--- src/rtl/anton_neopixel_pkg.sv ---
// anton_neopixel_pkg: register map, ctrl bit positions and loader FSM encodings
package anton_neopixel_pkg;
  localparam logic [13:0] REG_BASE_DEF = 14'h2000;
  localparam logic [13:0] OFF_MAX_LO = 14'd0;
  localparam logic [13:0] OFF_MAX_HI = 14'd1;
  localparam logic [13:0] OFF_CTRL = 14'd2;
  localparam int CTRL_INIT = 0;
  localparam int CTRL_LIMIT = 1;
  localparam int CTRL_RUN = 2;
  localparam int CTRL_LOOP = 3;
  localparam int CTRL_32BIT = 4;
  typedef enum logic [2:0] {
    S_IDLE, S_LOAD, S_WR_MAX_LO, S_WR_MAX_HI, S_WR_CTRL, S_DONE, S_WAIT_SYNC
  } state_e;
  function automatic logic [7:0] ctrl_byte(input logic b32, input logic loop);
    logic [7:0] c;
    c = '0;
    c[CTRL_32BIT] = b32;
    c[CTRL_LOOP] = loop;
    c[CTRL_RUN] = 1'b1;
    c[CTRL_LIMIT] = 1'b1;
    c[CTRL_INIT] = 1'b0;
    return c;
  endfunction
endpackage

--- src/rtl/anton_sync2.sv ---
// anton_sync2: two-flop synchronizer with asynchronous active-low reset
module anton_sync2 (
  input  logic clk,
  input  logic rst_n,
  input  logic d,
  output logic q
);
  logic [1:0] s_q;
  always_ff @(posedge clk or negedge rst_n)
    if (!rst_n) s_q <= '0;
    else s_q <= {s_q[0], d};
  assign q = s_q[1];
endmodule

--- src/rtl/anton_neopixel_frame_loader.sv ---
// anton_neopixel_frame_loader: streams frame bytes into the neopixel buffer, then programs max/ctrl.
// Define ANTON_NEOPIXEL_LOADER_TEAR_GUARD_EN to hold the first write until the controller reset window opens.
module anton_neopixel_frame_loader
  import anton_neopixel_pkg::*;
#(
  parameter int          PIXELS_MAX = 66,
  parameter logic [13:0] REG_BASE   = REG_BASE_DEF
) (
  input  logic        busClk,
  input  logic        busResetN,
  input  logic [7:0]  byteData,
  input  logic        byteValid,
  input  logic        byteFirst,
  input  logic        byteLast,
  output logic        byteReady,
  input  logic        cfg32bit,
  input  logic        cfgLoop,
  input  logic        neoState,
  output logic [13:0] busAddr,
  output logic [7:0]  busDataIn,
  output logic        busWrite,
  output logic        busy,
  output logic        frameDone,
  output logic        overflow
);
  localparam logic [15:0] PMAX = 16'(PIXELS_MAX);
  state_e state_q, state_d;
  logic [15:0] cnt_q, cnt_d;
  logic [13:0] addr_q, addr_d;
  logic [7:0] data_q, data_d;
  logic wr_q, wr_d, done_q, done_d, ovf_q, ovf_d, c32_q, c32_d, loop_q, loop_d, rdy_q;
  logic hs;
  logic [15:0] max_v, cnt_inc;
`ifdef ANTON_NEOPIXEL_LOADER_TEAR_GUARD_EN
  logic neo_s, neo_prev_q, neo_rise;
  logic [7:0] skid_q, skid_d;
  logic skid_last_q, skid_last_d;
  anton_sync2 u_sync (.clk(busClk), .rst_n(busResetN), .d(neoState), .q(neo_s));
  assign neo_rise = neo_s & ~neo_prev_q;
`else
  logic unused_neo;
  assign unused_neo = neoState;
`endif
  assign byteReady = rdy_q & (state_q == S_IDLE || state_q == S_LOAD);
  assign hs = byteValid & byteReady;
  assign max_v = cnt_q > PMAX ? PMAX : cnt_q;
  assign cnt_inc = cnt_q == 16'hFFFF ? cnt_q : cnt_q + 16'd1;
  always_comb begin
    state_d = state_q;
    cnt_d = cnt_q;
    addr_d = addr_q;
    data_d = data_q;
    wr_d = 1'b0;
    done_d = 1'b0;
    ovf_d = ovf_q;
    c32_d = c32_q;
    loop_d = loop_q;
`ifdef ANTON_NEOPIXEL_LOADER_TEAR_GUARD_EN
    skid_d = skid_q;
    skid_last_d = skid_last_q;
`endif
    case (state_q)
      S_IDLE: if (hs && byteFirst) begin
        c32_d = cfg32bit;
        loop_d = cfgLoop;
        ovf_d = 1'b0;
`ifdef ANTON_NEOPIXEL_LOADER_TEAR_GUARD_EN
        skid_d = byteData;
        skid_last_d = byteLast;
        state_d = S_WAIT_SYNC;
`else
        wr_d = 1'b1;
        addr_d = '0;
        data_d = byteData;
        cnt_d = 16'd1;
        state_d = byteLast ? S_WR_MAX_LO : S_LOAD;
`endif
      end
`ifdef ANTON_NEOPIXEL_LOADER_TEAR_GUARD_EN
      S_WAIT_SYNC: if (neo_rise) begin
        wr_d = 1'b1;
        addr_d = '0;
        data_d = skid_q;
        cnt_d = 16'd1;
        state_d = skid_last_q ? S_WR_MAX_LO : S_LOAD;
      end
`endif
      S_LOAD: if (hs) begin
        if (byteFirst) begin
          wr_d = 1'b1;
          addr_d = '0;
          data_d = byteData;
          cnt_d = 16'd1;
          ovf_d = 1'b0;
          c32_d = cfg32bit;
          loop_d = cfgLoop;
        end else if (cnt_q >= PMAX) begin
          ovf_d = 1'b1;
          cnt_d = cnt_inc;
        end else begin
          wr_d = 1'b1;
          addr_d = cnt_q[13:0];
          data_d = byteData;
          cnt_d = cnt_inc;
        end
        if (byteLast) state_d = S_WR_MAX_LO;
      end
      S_WR_MAX_LO: begin
        wr_d = 1'b1;
        addr_d = REG_BASE + OFF_MAX_LO;
        data_d = max_v[7:0];
        state_d = S_WR_MAX_HI;
      end
      S_WR_MAX_HI: begin
        wr_d = 1'b1;
        addr_d = REG_BASE + OFF_MAX_HI;
        data_d = max_v[15:8];
        state_d = S_WR_CTRL;
      end
      S_WR_CTRL: begin
        wr_d = 1'b1;
        addr_d = REG_BASE + OFF_CTRL;
        data_d = ctrl_byte(c32_q, loop_q);
        state_d = S_DONE;
      end
      S_DONE: begin
        done_d = 1'b1;
        state_d = S_IDLE;
      end
      default: state_d = S_IDLE;
    endcase
  end
  // rdy_q keeps byteReady low while reset is held and for the first cycle after
  always_ff @(posedge busClk or negedge busResetN)
    if (!busResetN) begin
      state_q <= S_IDLE;
      cnt_q <= '0;
      addr_q <= '0;
      data_q <= '0;
      wr_q <= 1'b0;
      done_q <= 1'b0;
      ovf_q <= 1'b0;
      c32_q <= 1'b0;
      loop_q <= 1'b0;
      rdy_q <= 1'b0;
    end else begin
      state_q <= state_d;
      cnt_q <= cnt_d;
      addr_q <= addr_d;
      data_q <= data_d;
      wr_q <= wr_d;
      done_q <= done_d;
      ovf_q <= ovf_d;
      c32_q <= c32_d;
      loop_q <= loop_d;
      rdy_q <= 1'b1;
    end
`ifdef ANTON_NEOPIXEL_LOADER_TEAR_GUARD_EN
  always_ff @(posedge busClk or negedge busResetN)
    if (!busResetN) begin
      neo_prev_q <= 1'b0;
      skid_q <= '0;
      skid_last_q <= 1'b0;
    end else begin
      neo_prev_q <= neo_s;
      skid_q <= skid_d;
      skid_last_q <= skid_last_d;
    end
`endif
  assign busAddr = addr_q;
  assign busDataIn = data_q;
  assign busWrite = wr_q;
  assign busy = state_q != S_IDLE;
  assign frameDone = done_q;
  assign overflow = ovf_q;
endmodule
--- config.mk ---
export PLATFORM = sky130hd
export DESIGN_NAME = anton_neopixel_frame_loader
export DESIGN_NICKNAME = d
export VERILOG_FILES = /design/src/rtl/anton_neopixel_pkg.sv /design/src/rtl/anton_sync2.sv /design/src/rtl/anton_neopixel_frame_loader.sv
export SDC_FILE = /design/constraint.sdc
export NUM_CORES = 1
export LEC_CHECK = 0
export ABC_CLOCK_PERIOD_IN_PS = 3000
export CAP_MARGIN = 20
export CORE_ASPECT_RATIO = 1.5
export CORE_MARGIN = 5
export CORE_UTILIZATION = 53
export CTS_CLUSTER_SIZE = 40
export DETAILED_ROUTE_END_ITERATION = 7
export PLACE_DENSITY_LB_ADDON = 0.25
export SYNTH_ARGS = -nofsm -noshare
export SYNTH_HDL_FRONTEND = slang
export SYNTH_HIERARCHICAL = 1
export SYNTH_SLANG_ARGS = --single-unit
export TNS_END_PERCENT = 100
--- constraint.sdc ---
create_clock -name busClk -period 3 [get_ports busClk]
set_clock_uncertainty 0.15 [all_clocks]
set_input_delay 0.45 -clock busClk [delete_from_list [all_inputs] [get_ports busClk]]
set_output_delay 0.45 -clock busClk [all_outputs]
set_load 0.05 [all_outputs]
==> results of run 1 <==
-- layout by cell type, fill, tap and decap left out, types with 3 or more instances in the layout --
| cell | netlist | layout |
|---|---|---|
| dfrtp_1 | 47 | 47 |
| clkdlybuf4s50_1 | 0 | 40 |
| nand2_1 | 35 | 35 |
| nor2_1 | 16 | 16 |
| a21oi_1 | 15 | 15 |
| o21ai_0 | 12 | 12 |
| inv_1 | 12 | 12 |
| mux2i_1 | 12 | 12 |
| nand3_1 | 9 | 9 |
| o31ai_1 | 8 | 8 |
| buf_4 | 4 | 8 |
| mux2_2 | 6 | 6 |
| or4_1 | 6 | 6 |
| and2_2 | 6 | 6 |
| nor3_1 | 5 | 5 |
| clkbuf_8 | 0 | 5 |
| or3_1 | 4 | 4 |
| and3_1 | 4 | 4 |
| xor2_1 | 4 | 4 |
| and2_1 | 3 | 3 |
| nand4_1 | 3 | 3 |
-- layer usage --
layer / vias to the layer above / routed length (um) / share of wire [%]
li1: 1005 / - / -
met1: 963 / 2176 / 39
met2: 66 / 2873 / 52
met3: 22 / 286 / 5.2
met4: 0 / 199 / 3.6
met5: - / 0 / 0
-- area by class of cell --
class	count	area [sq um]	area share (%)
flip-flops and latches	47	1176	37.51
repair buffers	51	513.0	16.36
inverters	13	51.30	1.636
multi-input cells	185	1212	38.67
clock buffers	6	72.57	2.314
clock inverters	1	30.03	0.9577
well taps	64	80.08	2.554
-- final timing paths --
| check | from | slack (ns) | end |
|---|---|---|---|
| worst max-delay path | state_q[1] | 0.33 | byteReady |
| worst min-delay path | busResetN | 0.003 | busAddr[4] |
| worst max register to register | cnt_q[4] | 0.47 | busAddr[0] |
| worst min register to register | busAddr[13] | 0.35 | busAddr[13] |
| max in group asynchronous | busResetN | 2.18 | cnt_q[14] |
| min in group busClk | busAddr[13] | 0.35 | busAddr[13] |
-- through the flow --
step / hold WS [ns] / instance area (sq um) / instances / power, mW
2_1_floorplan: 0.004409 / 2535 / 258 / 1.854
3_3_place_gp: 0.3177 / 3005 / 359 / 2.142
3_5_place_dp: 0.3292 / 3005 / 359 / 2.164
4_1_cts: 0.2119 / 3108 / 366 / 2.601
5_1_grt: 0.03881 / 3136 / 367 / 2.740
6_report: 0.002558 / 3136 / 367 / 2.588
-- worst reg2reg max path: stages, from the launching register on --
cell,delay (ns)
dfrtp_1,0.38
or4_4,0.55
or3_4,0.35
a21oi_4,0.20
o311ai_4,0.16
inv_4,0.25
mux2_2,0.37
-- power breakdown --
part	total [mW]	internal, mW	leakage (nW)	switching [mW]
Sequential	0.899	0.757	0.624	0.141
Clock	0.441	0.244	0.0513	0.197
Combinational	1.25	0.495	0.696	0.753
Total	2.59	1.50	1.37	1.09
-- registers in the layout, summed over array words and instances (netlist names) --
signal	flops
loop_q	1
rdy_q	1
busDataIn	8
busWrite	1
frameDone	1
c32_q	1
overflow	1
busAddr	14
state_q	3
cnt_q	16
-- logic make-up after synthesis --
family	count (synthesis)	share of synthesized area (%)
buffers and inverters	26	5.775
AO/OA/AOI/OAI	51	14.12
multiplexers	19	7.996
flip-flops	47	46.40
AND/OR/NAND/NOR	107	22.85
other	1	0.1479
adder cells (fa/ha/maj)	2	0.9870
XOR/XNOR	5	1.727
==> flow_summary.yaml, run 1 <==
status:
  outcome: "completed"
clock_network:
  postCtsHoldBufs: 0
  cts_root_buf: "clkbuf_8"
  clkSinkCount: 47
  cts_tree: "done"
  cts_max_level: 2
  cts_max_path_buffers: 2
  post-cts-setup-buffers: 0
  clk_latency_ns: 0.30
  path_clk_slew_ns: 0.09
  cts_resized: 0
  numCtsBuffers: 5
floorplan:
  core_sq_um: 4579
  die_w_um: 66.47
  num_rows: 30
  boundaryPins: 43
  initial_core_util_pct: 55.36
  die-area_sq_um: 6294
  die_y_um: 94.70
detailed_routing:
  routed_wirelength_um: 5537
  firstDrtPassIters: 4
  post_drt_wl_per_cell_um: 15.09
  drtIter0Drc: 104
  drc: 0
  ant_nets: 0
  num_vias: 2056
  vias_per_cell: 5.602
critical_path:
  critPathTopFamily: "buffers and inverters"
  r2r_cells: 6
  critPathKind: "reg -> out"
  startpoint_type: "register"
  crit_buf_inv: 1
  worst-path-stages: 3
  arrival_ns: 2.07
  critical_path.max_fanout: 19
  cp_cell_sequence: "nor2_1 -> and2_1 -> clkdlybuf4s50_1"
  cp.required_ns: 2.40
  crit_path_end_kind: "output pin"
  max_stage_delay_ns: 0.81
  crit_slowest_cell: "clkdlybuf4s50_1"
global_routing:
  track_usage_pct: 19.11
  grt_first_pass_wirelength_um: 9349
  grt_pass1_vias: 2062
  grt_max_degree: 48
  grt_overflow: 0
  met2_usage_pct: 33.80
  busiest_layer: "met2"
  grtUsageMet1_pct: 21.97
  grtUsageMet3_pct: 3.690
  antenna_found_initial: 0
logic_synthesis:
  synth_cell_types: 54
  synth_cells: 258
  syn_nets: 276
  synth-edff-count: 0
  synth_common_cells: "47 x dfrtp_1, 35 x nand2_1, 16 x nor2_1"
  yosysTopAreaCell: "dfrtp_1"
  async_reset_ff_share_pct: 100.0
  yosysMostFrequentCell: "dfrtp_1"
  ys_seq_elements: 47
  syn_area_per_cell_sq_um: 9.825
  synth_seq_area_share_pct: 46.40
  synth_top_area_share_pct: 46.40
  synth.area.top_cells: "dfrtp_1 46%, nand2_1 5.2%, mux2i_1 4.7%"
  yosysWarnings: 6
  synth-main-ff-cell: "dfrtp_1"
  syn_area_sq_um: 2535
job:
  maxCapViolCount: 0
sta:
  setup_viol: 0
  slew_headroom_pct: 60.62
  tightest_slew_ns: 0.5906
  setup_tns_ns: 0
  period_share_pct: 88.96
  worst_slack_ns: 0.3313
  finalCriticalPeriod_ns: 2.669
  hold_viol: 0
  rsz0062_at_grt: "false"
  finalMaxSlewViolations: 0
  fmax_mhz: 374.7
finish:
  antenna_cells: 0
  areaGrowthSynthToFinish_pct: 23.69
  nets: 321
  n_fill_cell: 380
  final_layout_size_suffix_gt1_share_pct: 14.19
  utilization_pct: 68.47
place:
  dp_hpwl_um: 4116
  io_buffers: 41
  dp_slack_ns: 0.2618
  place_congestion: 0.8555
pwr:
  p_leak_nw: 1.371
  p_per_area_nw_per_um2: 825.3
  ir_drop_v: 0.0004947
worst_hold_path:
  hold_path.class: "in -> async"
Note: power is estimated with default switching activity, not from simulation.
==> run 2, diff against run 1 <==
- CORE_MARGIN: 5 -> 3
==> run 2 against run 1 <==
Compared with the run above: clock power about the same; non-clock buffer count increased by 2; setup slack better by 0.012 ns; global-route usage up 1.2 points; sequential share of layout area about the same; utilization down 0.055 points; count of clock-buffer cells in the layout did not move; register-to-register slack is essentially flat; combinational power about the same; worst hold slack better by 0.33 ns; critical path type unchanged.
==> flow_summary.yaml, run 2 (synthesis results as in run 1) <==
sta:
  worst_slack_ns: 0.3435
  setup_viol: 0
  hold_viol: 0
  finalCriticalPeriod_ns: 2.657
  setup_tns_ns: 0
  finalMaxSlewViolations: 0
  slew_headroom_pct: 61.02
  rsz0062_at_grt: "false"
  tightest_slew_ns: 0.5848
  fmax_mhz: 376.4
  period_share_pct: 88.55
finish:
  ff_latch_area_sq_um: 1176
  n_fill_cell: 371
  final_common_cell: "dfrtp_1"
  multi_input_area_sq_um: 1212
  regMostFlops: "cnt_q"
  antenna_cells: 0
  mostFrequentLayoutCells: "47 x dfrtp_1, 40 x clkdlybuf4s50_1, 35 x nand2_1"
  nets: 323
  largest_reg_flops: 16
  final_layout_size_suffix_gt1_share_pct: 14.43
  areaGrowthSynthToFinish_pct: 23.59
clock_network:
  cts_resized: 0
  path_clk_slew_ns: 0.08
  cts_tree: "done"
  cts_max_level: 2
  clkSinkCount: 47
  clk_latency_ns: 0.30
  cts_root_buf: "clkbuf_8"
  numCtsBuffers: 5
  post-cts-setup-buffers: 0
  cts_max_path_buffers: 2
detailed_routing:
  routed_wirelength_um: 5485
  drc: 0
  post_drt_wl_per_cell_um: 14.86
  firstDrtPassIters: 4
  num_vias: 2051
  ant_nets: 0
  vias_per_cell: 5.558
  drtIter0Drc: 102
floorplan:
  die_y_um: 90.70
  initial_core_util_pct: 55.36
  die-area_sq_um: 5666
  die_w_um: 62.47
  boundaryPins: 43
  num_rows: 30
  core_sq_um: 4579
critical_path:
  startpoint_type: "register"
  critPathKind: "reg -> out"
  crit_slowest_cell: "clkdlybuf4s50_1"
  max_stage_delay_ns: 0.71
  arrival_ns: 2.06
  cp_cell_sequence: "buf_4 -> or3_1 -> clkdlybuf4s50_1"
  cp.required_ns: 2.40
  critical_path.max_fanout: 11
  crit_path_end_kind: "output pin"
global_routing:
  grt_first_pass_wirelength_um: 9349
  grt_max_degree: 48
  track_usage_pct: 20.34
  grt_overflow: 0
  antenna_found_initial: 0
  grt_pass1_vias: 2020
worst_hold_path:
  hold_path.class: "reg -> reg"
place:
  dp_slack_ns: 0.3161
  io_buffers: 41
  place_congestion: 0.8690
  dp_hpwl_um: 4039
pwr:
  p_per_area_nw_per_um2: 830.1
  ir_drop_v: 0.0003960
  swShare_pct: 42.35
  seq_power_share_pct: 34.3
  power.share.clock_pct: 17.0
  p_leak_nw: 1.371
  power_frac_comb_pct: 48.6
  p_sw_mw: 1.101
  power.internal_mw: 1.499
job:
  maxCapViolCount: 0
status:
  outcome: "completed"
-- run 2: changes by cell type in the layout (fill, tap and decap cells not counted) --
cell and delta:
dlygate4sd3_1 +1, buf_16 -1, buf_4 +2
-- run 2: metrics by stage --
stage,cell area (sq um),hold WS [ns],cells,total power [mW],utilization (%)
2_1_floorplan,2535,0.004409,258,1.854,-
3_3_place_gp,3000,0.3104,360,2.140,65.52
3_5_place_dp,3000,0.3207,360,2.173,65.52
4_1_cts,3103,0.2116,367,2.617,67.76
5_1_grt,3133,0.3515,369,2.747,68.42
6_report,3133,0.3336,369,2.601,68.42
-- run 2: path summary, 6_finish.rpt --
kind | endpoint | slack, ns | cells after the start | start
setup / recovery | busy | 0.34 | 3 | state_q[2]
hold / removal | loop_q | 0.33 | 2 | loop_q
setup reg to reg | busDataIn[3] | 0.47 | 6 | cnt_q[4]
hold reg to reg | loop_q | 0.33 | 2 | loop_q
max in group asynchronous | busAddr[0] | 1.91 | 3 | busResetN
min in group asynchronous | busAddr[5] | 0.34 | 2 | busResetN
-- run 2: power by group through the flow --
stage	clock network (mW)	registers (mW)	logic [mW]
floorplan	0	1.11	0.740
global placement	0	0.898	1.24
detailed placement	0	0.906	1.27
CTS	0.453	0.892	1.27
global route	0.483	0.915	1.35
finish	0.443	0.892	1.27
-- run 2: area by class of cell --
class / count / area share, %
Multi-Input combinational cell: 185 / 38.70
Timing Repair Buffer: 53 / 16.29
Clock buffer: 6 / 2.316
Sequential cell: 47 / 37.54
Tap cell: 64 / 2.556
Inverter: 13 / 1.637
Clock inverter: 1 / 0.9585
-- run 2: critical path, delay by kind of cell, from the launching register on --
family	cells	cell delay (ns)
DFF	1	0.52
buffers and inverters	2	0.94
and+or+nand+nor	1	0.31
-- run 2: per-layer routing --
layer | vias to the layer above | global-route usage [%] | share of wire, %
met5 | - | 0 | 0
met4 | 0 | 8.287 | 1.8
met3 | 9 | 3.611 | 4.1
met2 | 63 | 34.82 | 52
met1 | 969 | 25.06 | 42
li1 | 1010 | - | -
-- run 2: what timing repair did --
item | 4_1_cts | 5_1_grt
endpoints found under the hold margin | 0 | 4
endpoints found under the setup margin | 0 | 0
hold buffers | 0 | 1
